**src/rtl/hack_pkg.sv**
```systemverilog
// Shared constants and types for the Hack screen reader: screen geometry,
// bus widths and the frame-read state encoding.
package hack_pkg;

  localparam int WORD_W  = 16;
  localparam int ADDR_W  = 15;
  localparam int PIX_X_W = 9;
  localparam int PIX_Y_W = 8;

  localparam logic [ADDR_W-1:0] SCREEN_BASE = 15'h4000;
  localparam int SCREEN_ROW_WORDS = 32;
  localparam int SCREEN_ROWS      = 256;
  localparam int SCREEN_WORDS     = SCREEN_ROW_WORDS * SCREEN_ROWS;

  typedef enum logic [1:0] {
    IDLE = 2'd0,
    RUN  = 2'd1,
    DONE = 2'd2
  } reader_state_e;

  // Word address of the idx-th word of the screen region starting at base.
  function automatic logic [ADDR_W-1:0] screen_addr(input logic [ADDR_W-1:0] base,
                                                    input logic [ADDR_W-1:0] idx);
    return base + idx;
  endfunction

endpackage

```
**src/rtl/hack_screen_reader_if.sv**
```systemverilog
// Memory read port plus pixel stream between the screen reader and its
// neighbours (arbiter/memory on one side, display back end on the other).
interface hack_screen_reader_if;
  import hack_pkg::*;

  logic               mem_req;
  logic [ADDR_W-1:0]  mem_addr;
  logic               mem_gnt;
  logic [WORD_W-1:0]  mem_rdata;

  logic               pix_valid;
  logic               pix_ready;
  logic               pix_data;
  logic [PIX_X_W-1:0] pix_x;
  logic [PIX_Y_W-1:0] pix_y;

  modport master (
    output mem_req, mem_addr, pix_valid, pix_data, pix_x, pix_y,
    input  mem_gnt, mem_rdata, pix_ready
  );

  modport slave (
    input  mem_req, mem_addr, pix_valid, pix_data, pix_x, pix_y,
    output mem_gnt, mem_rdata, pix_ready
  );

endinterface

```
**src/rtl/pixel_shifter.sv**
```systemverilog
// Parallel-in serial-out pixel shifter: emits one screen word LSB first
// (bit 0 = leftmost pixel) with a valid/ready handshake.
module pixel_shifter
  import hack_pkg::*;
(
  input  logic              clk,
  input  logic              reset_n,
  input  logic              load,
  input  logic [WORD_W-1:0] load_data,
  input  logic              ready,
  output logic              valid,
  output logic              data,
  output logic              can_load
);

  localparam int CNT_W = $clog2(WORD_W);
  localparam logic [CNT_W-1:0] LAST_BIT = CNT_W'(WORD_W - 1);

  logic [WORD_W-1:0] shift_q;
  logic [CNT_W-1:0]  count_q;
  logic              valid_q;
  logic              accept;
  logic              last;

  assign accept = valid_q & ready;
  assign last   = accept & (count_q == LAST_BIT);
  // A new word may enter when empty, or in the same cycle the final bit leaves.
  assign can_load = !valid_q | last;

  always_ff @(posedge clk or negedge reset_n) begin
    if (!reset_n) begin
      shift_q <= '0;
      count_q <= '0;
      valid_q <= 1'b0;
    end else if (load) begin
      shift_q <= load_data;
      count_q <= '0;
      valid_q <= 1'b1;
    end else if (accept) begin
      shift_q <= shift_q >> 1;
      count_q <= count_q + 1'b1;
      if (last) begin
        valid_q <= 1'b0;
      end
    end
  end

  assign valid = valid_q;
  assign data  = shift_q[0];

endmodule

```
**src/rtl/hack_screen_reader.sv**
```systemverilog
// Frame reader for the Hack screen region: fetches words through the shared
// memory port into a one-word prefetch buffer and streams them as pixels.
module hack_screen_reader
  import hack_pkg::*;
#(
  parameter logic [ADDR_W-1:0] BASE_ADDR = SCREEN_BASE,
  parameter int                ROW_WORDS = SCREEN_ROW_WORDS,
  parameter int                ROWS      = SCREEN_ROWS
) (
  input  logic                 clk,
  input  logic                 reset_n,
  input  logic                 start,
  hack_screen_reader_if.master bus,
  output logic                 busy,
  output logic                 frame_done
);

  localparam int FRAME_WORDS = ROW_WORDS * ROWS;
  localparam int IDX_W       = $clog2(FRAME_WORDS + 1);
  localparam logic [IDX_W-1:0]   END_IDX = IDX_W'(FRAME_WORDS);
  localparam logic [PIX_X_W-1:0] LAST_X  = PIX_X_W'(ROW_WORDS * WORD_W - 1);
  localparam logic [PIX_Y_W-1:0] LAST_Y  = PIX_Y_W'(ROWS - 1);

  reader_state_e      state;
  reader_state_e      state_next;
  logic [IDX_W-1:0]   word_idx;
  logic [WORD_W-1:0]  prefetch;
  logic               prefetch_full;
  logic [PIX_X_W-1:0] x_q;
  logic [PIX_Y_W-1:0] y_q;

  logic req;
  logic fetch;
  logic accept;
  logic last_accept;
  logic sh_valid;
  logic sh_data;
  logic sh_can_load;
  logic sh_load;

  assign fetch       = req & bus.mem_gnt;
  assign accept      = sh_valid & bus.pix_ready;
  assign last_accept = accept & (x_q == LAST_X) & (y_q == LAST_Y);
  // Fetch needs an empty buffer and a drain needs a full one, so they never collide.
  assign sh_load     = (state == RUN) & prefetch_full & sh_can_load;

  always_ff @(posedge clk or negedge reset_n) begin
    if (!reset_n) begin
      state <= IDLE;
    end else begin
      state <= state_next;
    end
  end

  always_comb begin
    state_next = state;
    req        = 1'b0;
    busy       = 1'b0;
    frame_done = 1'b0;
    unique case (state)
      IDLE: begin
        if (start) begin
          state_next = RUN;
        end
      end
      RUN: begin
        busy = 1'b1;
        req  = !prefetch_full & (word_idx < END_IDX);
        if (last_accept) begin
          state_next = DONE;
        end
      end
      DONE: begin
        frame_done = 1'b1;
        state_next = IDLE;
      end
      default: state_next = IDLE;
    endcase
  end

  // Outside RUN the word counter and buffer are cleared so every frame starts at word 0.
  always_ff @(posedge clk or negedge reset_n) begin
    if (!reset_n) begin
      word_idx      <= '0;
      prefetch      <= '0;
      prefetch_full <= 1'b0;
    end else if (state != RUN) begin
      word_idx      <= '0;
      prefetch_full <= 1'b0;
    end else if (fetch) begin
      prefetch      <= bus.mem_rdata;
      prefetch_full <= 1'b1;
      word_idx      <= word_idx + 1'b1;
    end else if (sh_load) begin
      prefetch_full <= 1'b0;
    end
  end

  always_ff @(posedge clk or negedge reset_n) begin
    if (!reset_n) begin
      x_q <= '0;
      y_q <= '0;
    end else if (accept) begin
      if (x_q == LAST_X) begin
        x_q <= '0;
        y_q <= (y_q == LAST_Y) ? '0 : y_q + 1'b1;
      end else begin
        x_q <= x_q + 1'b1;
      end
    end
  end

  pixel_shifter u_shifter (
    .clk       (clk),
    .reset_n   (reset_n),
    .load      (sh_load),
    .load_data (prefetch),
    .ready     (bus.pix_ready),
    .valid     (sh_valid),
    .data      (sh_data),
    .can_load  (sh_can_load)
  );

  assign bus.mem_req   = req;
  assign bus.mem_addr  = req ? screen_addr(BASE_ADDR, ADDR_W'(word_idx)) : '0;
  assign bus.pix_valid = sh_valid;
  assign bus.pix_data  = sh_valid & sh_data;
  assign bus.pix_x     = x_q;
  assign bus.pix_y     = y_q;

endmodule
```
**src/flat_wrapper.sv**
```systemverilog
// flat-port wrapper written by rule: the top's interface ports become plain ports
module hack_screen_reader_flat import hack_pkg::*;
#(
  parameter logic [ADDR_W-1:0] BASE_ADDR = SCREEN_BASE,
  parameter int                ROW_WORDS = SCREEN_ROW_WORDS,
  parameter int                ROWS      = SCREEN_ROWS
)
  (clk, reset_n, start, busy, frame_done, bus_mem_req, bus_mem_addr, bus_pix_valid, bus_pix_data, bus_pix_x, bus_pix_y, bus_mem_gnt, bus_mem_rdata, bus_pix_ready);
  hack_screen_reader_if bus_i ();
  input  logic clk;
  input  logic reset_n;
  input  logic start;
  output logic busy;
  output logic frame_done;
  output wire logic [$bits(bus_i.mem_req)-1:0] bus_mem_req;
  output wire logic [$bits(bus_i.mem_addr)-1:0] bus_mem_addr;
  output wire logic [$bits(bus_i.pix_valid)-1:0] bus_pix_valid;
  output wire logic [$bits(bus_i.pix_data)-1:0] bus_pix_data;
  output wire logic [$bits(bus_i.pix_x)-1:0] bus_pix_x;
  output wire logic [$bits(bus_i.pix_y)-1:0] bus_pix_y;
  input wire logic [$bits(bus_i.mem_gnt)-1:0] bus_mem_gnt;
  input wire logic [$bits(bus_i.mem_rdata)-1:0] bus_mem_rdata;
  input wire logic [$bits(bus_i.pix_ready)-1:0] bus_pix_ready;
  assign bus_mem_req = bus_i.mem_req;
  assign bus_mem_addr = bus_i.mem_addr;
  assign bus_pix_valid = bus_i.pix_valid;
  assign bus_pix_data = bus_i.pix_data;
  assign bus_pix_x = bus_i.pix_x;
  assign bus_pix_y = bus_i.pix_y;
  assign bus_i.mem_gnt = bus_mem_gnt;
  assign bus_i.mem_rdata = bus_mem_rdata;
  assign bus_i.pix_ready = bus_pix_ready;
  hack_screen_reader #(.BASE_ADDR(BASE_ADDR), .ROW_WORDS(ROW_WORDS), .ROWS(ROWS)) u_core (.clk(clk), .reset_n(reset_n), .start(start), .bus(bus_i), .busy(busy), .frame_done(frame_done));
endmodule
```
**config.mk**
```make
export PLATFORM = sky130hd
export DESIGN_NAME = hack_screen_reader_flat
export DESIGN_NICKNAME = d
export VERILOG_FILES = /design/src/rtl/hack_pkg.sv /design/src/rtl/hack_screen_reader_if.sv /design/src/rtl/pixel_shifter.sv /design/src/rtl/hack_screen_reader.sv /design/src/flat_wrapper.sv
export SDC_FILE = /design/constraint.sdc
export NUM_CORES = 1
export LEC_CHECK = 0
export CORE_ASPECT_RATIO = 1.4
export CORE_MARGIN = 3
export CORE_UTILIZATION = 40
export DETAILED_ROUTE_END_ITERATION = 10
export PLACE_DENSITY = 0.75
export RECOVER_POWER = 25
export SYNTH_ARGS = -nofsm -noshare
export SYNTH_HDL_FRONTEND = slang
export SYNTH_SLANG_ARGS = --single-unit
```
**constraint.sdc**
```tcl
create_clock -name clk -period 1.9 [get_ports clk]
set_clock_uncertainty 0.05 [all_clocks]
set_input_delay 0.38 -clock clk [delete_from_list [all_inputs] [get_ports clk]]
set_output_delay 0.38 -clock clk [all_outputs]
set_load 0.01 [all_outputs]
```
==> flow_summary.toml <==
[synthesis]
avgSynthCellArea_um2 = 10.5
synth-seq-cells = 71
yosysTopAreaCell = "dfrtp_1"
synthArstFlopShare = 1.00
synth-compound-area-share = 0.0805
synth-edff-count = 0
ys_types = 39
yosys.area_share.adder = 0.0186
synth_area_leaders = "dfrtp_1, mux2_2, nand2_1, mux2i_1, o21ai_0"
synth-xor-area-share = 0.0339
yosys.area_share.simple = 0.203
synth_top_area_share = 0.529
syn_nets = 347
seq_area_frac_synth = 0.529
yosys_warnings = 0
syn-cell-area_um2 = 3360
synth_cells = 321
yosys-mux-area-fraction = 0.108
synth_top_family_by_area = "simple AND/OR/NAND/NOR gates"
synthFlopType = "dfrtp_1"

[critical_path]
cp_data_arrival_time_ps = 1700
critPathMaxStageDelay_ps = 620
critPathSlowestCell = "or4b_4"
start_kind = "flop"
crit_family = "simple AND/OR/NAND/NOR gates"
critPathKind = "flop to output pin"
worst_ep_required_time_ps = 1470
path_max_fanout = 8
path_buf_inv = 2
path_cells = "or4b_4, inv_6, and2_4, buf_6"
end_kind = "output pin"

[detailed_routing]
num_vias = 2657
routed_wl_um = 7020
wl_per_cell_um = 13.7
drc = 0
firstDrtPassIters = 4
antenna_left = 0
drt-initial-drc-count = 95
vias_per_cell = 5.17

[final_layout]
antenna_cells = 0
drive_gt1_frac = 0.285
syn2layout_area_growth_pct = 37.7
nets = 435
n_fill_cell = 674
final_util = 0.582

[clock_tree]
root_buffer = "clkbuf_8"
tritoncts = "done"
clkTransAtPathRegs_ps = 70
clockBufferDepth = 2
clk_latency_ps = 350
numCtsBuffers = 9
h-tree-depth = 3
cts_sinks = 71

[pwr]
finalPower_mw = 4.81
leakagePower_nw = 2.13
p_per_area_nw_per_um2 = 1040
peakVddDrop_mv = 0.674

[sta]
post-route-period-util = 1.12
finalHoldViolCount = 0
fin_tns_setup_ps = -4700
rsz0062_at_grt = "true"
worstMarginPinSlew_ps = 1030
setup_viol = 37
slew-limit-headroom = 0.311
period_needed_ps = 2130
slew_violations = 0
setup_ws_ps = -228
fmax_mhz = 470

[job]
max_cap_viol_count = 0

[place]
place_ws_ps = -329
portBuffers = 56
place.gp.congestion = 0.840
place_hpwl_um = 4860

[floorplan]
std_cell_rows = 38
dieArea_um2 = 9540
ios = 58
fp.coreArea_um2 = 7940
initial_core_util = 0.423
die_w_um = 83.4
die_h_um = 114

[outcome]
status = "finished with violations"
failed_checks = "setup timing"

[hold_path]
hold_class = "flop to flop"

[global_route]
grt_remaining_overflow = 0
grt_max_degree = 55
antenna_found_initial = 0
grt_pass1_wl_um = 11800
grt_use_total = 0.155
grt_pass1_vias = 2596
==> power by group <==
part	total, mW	switching (mW)	internal (mW)
Sequential	2.24	0.285	1.95
Clock	1.20	0.569	0.634
Combinational	1.37	0.593	0.773
Total	4.81	1.45	3.36
==> sequential cells by signal, summed over array words and instances, names as in the netlist <==
signal and cells:
u_core.u_shifter.shift_q 16, u_core.prefetch 16, u_core.state 2, u_core.word_idx 14, u_core.prefetch_full 1, u_core.u_shifter.count_q 4, u_core.bus.pix_x 9, u_core.u_shifter.valid 1
u_core.bus.pix_y 8
==> cell usage after synthesis (all sizes together), types with 7 or more instances <==
library cell and n:
xor2 7, a21oi 9, nand4 7, and2 19
nor2 18, mux2 17, nand3 10, mux2i 17
dfrtp 71, and3 11, o21ai 26, clkbuf 10
nand2 49
==> metal layers <==
| layer | vias up | track usage | routed length [µm] |
|---|---|---|---|
| met1 | 1289 | 0.168 | 2840 |
| met4 | 0 | 0.0933 | 202 |
| met2 | 57 | 0.276 | 3690 |
| li1 | 1296 | - | - |
| met3 | 15 | 0.0331 | 285 |
| met5 | - | 0 | 0 |
==> cell families (layout without fill, tap and decap cells) <==
| kind of cell | Yosys count | count (layout) |
|---|---|---|
| flops | 71 | 71 |
| mux | 34 | 34 |
| compound gates | 47 | 47 |
| other cells | 1 | 1 |
| xor+xnor | 13 | 13 |
| fa+ha+maj | 5 | 5 |
| buf+inv | 18 | 111 |
| simple gates | 132 | 132 |
==> repair_timing <==
item,CTS,global route
hold buffers,1,0
pin swaps,11,4
endpoints found under the hold margin,17,0
cloned,1,0
endpoints found under the setup margin,43,46
resized for setup,94,22
buffers inserted,3,3
==> layout make-up <==
cell class	count	area (µm²)	share of cell area
flip-flops and latches	71	1780	0.385
multi-input cells	232	1610	0.348
repair buffers	92	890	0.192
clock buffers	10	138	0.0298
well taps	100	125	0.0271
clock inverters	6	60.1	0.0130
inverters	2	15.0	0.00325
repair inverters	1	8.76	0.00189
==> stage by stage <==
step           hold WS [ps]  cells  instance area [µm²]
4_1_cts                 435    511                 4530
3_5_place_dp            301    490                 4230
3_3_place_gp            300    490                 4230
5_1_grt                 458    514                 4620
6_report                428    514                 4620
2_1_floorplan          34.4    321                 3360
==> worst min-delay path, cell delays in order, from the launching register on <==
cell     delay [ps]
dfrtp_1         340
nand2_1          40
o21ai_0          60
==> path summary, 6_finish.rpt <==
| kind | startpoint | cells past startpoint | slack [ps] | to |
|---|---|---|---|---|
| setup / recovery | u_core.state[1] | 4 | -230 | bus_mem_addr[12] |
| hold / removal | u_core.prefetch[0] | 2 | 430 | u_core.u_shifter.shift_q[0] |
| setup reg to reg | u_core.state[1] | 5 | -170 | u_core.word_idx[8] |
| hold reg to reg | u_core.prefetch[0] | 2 | 430 | u_core.u_shifter.shift_q[0] |
| max in group asynchronous | reset_n | 3 | 310 | u_core.prefetch[0] |
| min in group asynchronous | reset_n | 2 | 670 | u_core.bus.pix_x[3] |
==> cells in the final DEF (no fill, tap or decap), types with 9 or more instances in the layout <==
cell,n
buf_4,30
dfrtp_1,70
clkdlybuf4s50_1,37
mux2_2,17
and2_4,14
o21ai_0,26
nor2_1,16
nand3_1,9
buf_6,15
mux2i_1,17
nand2_1,47
clkbuf_8,10
Note: power is estimated with default switching activity, not from simulation.
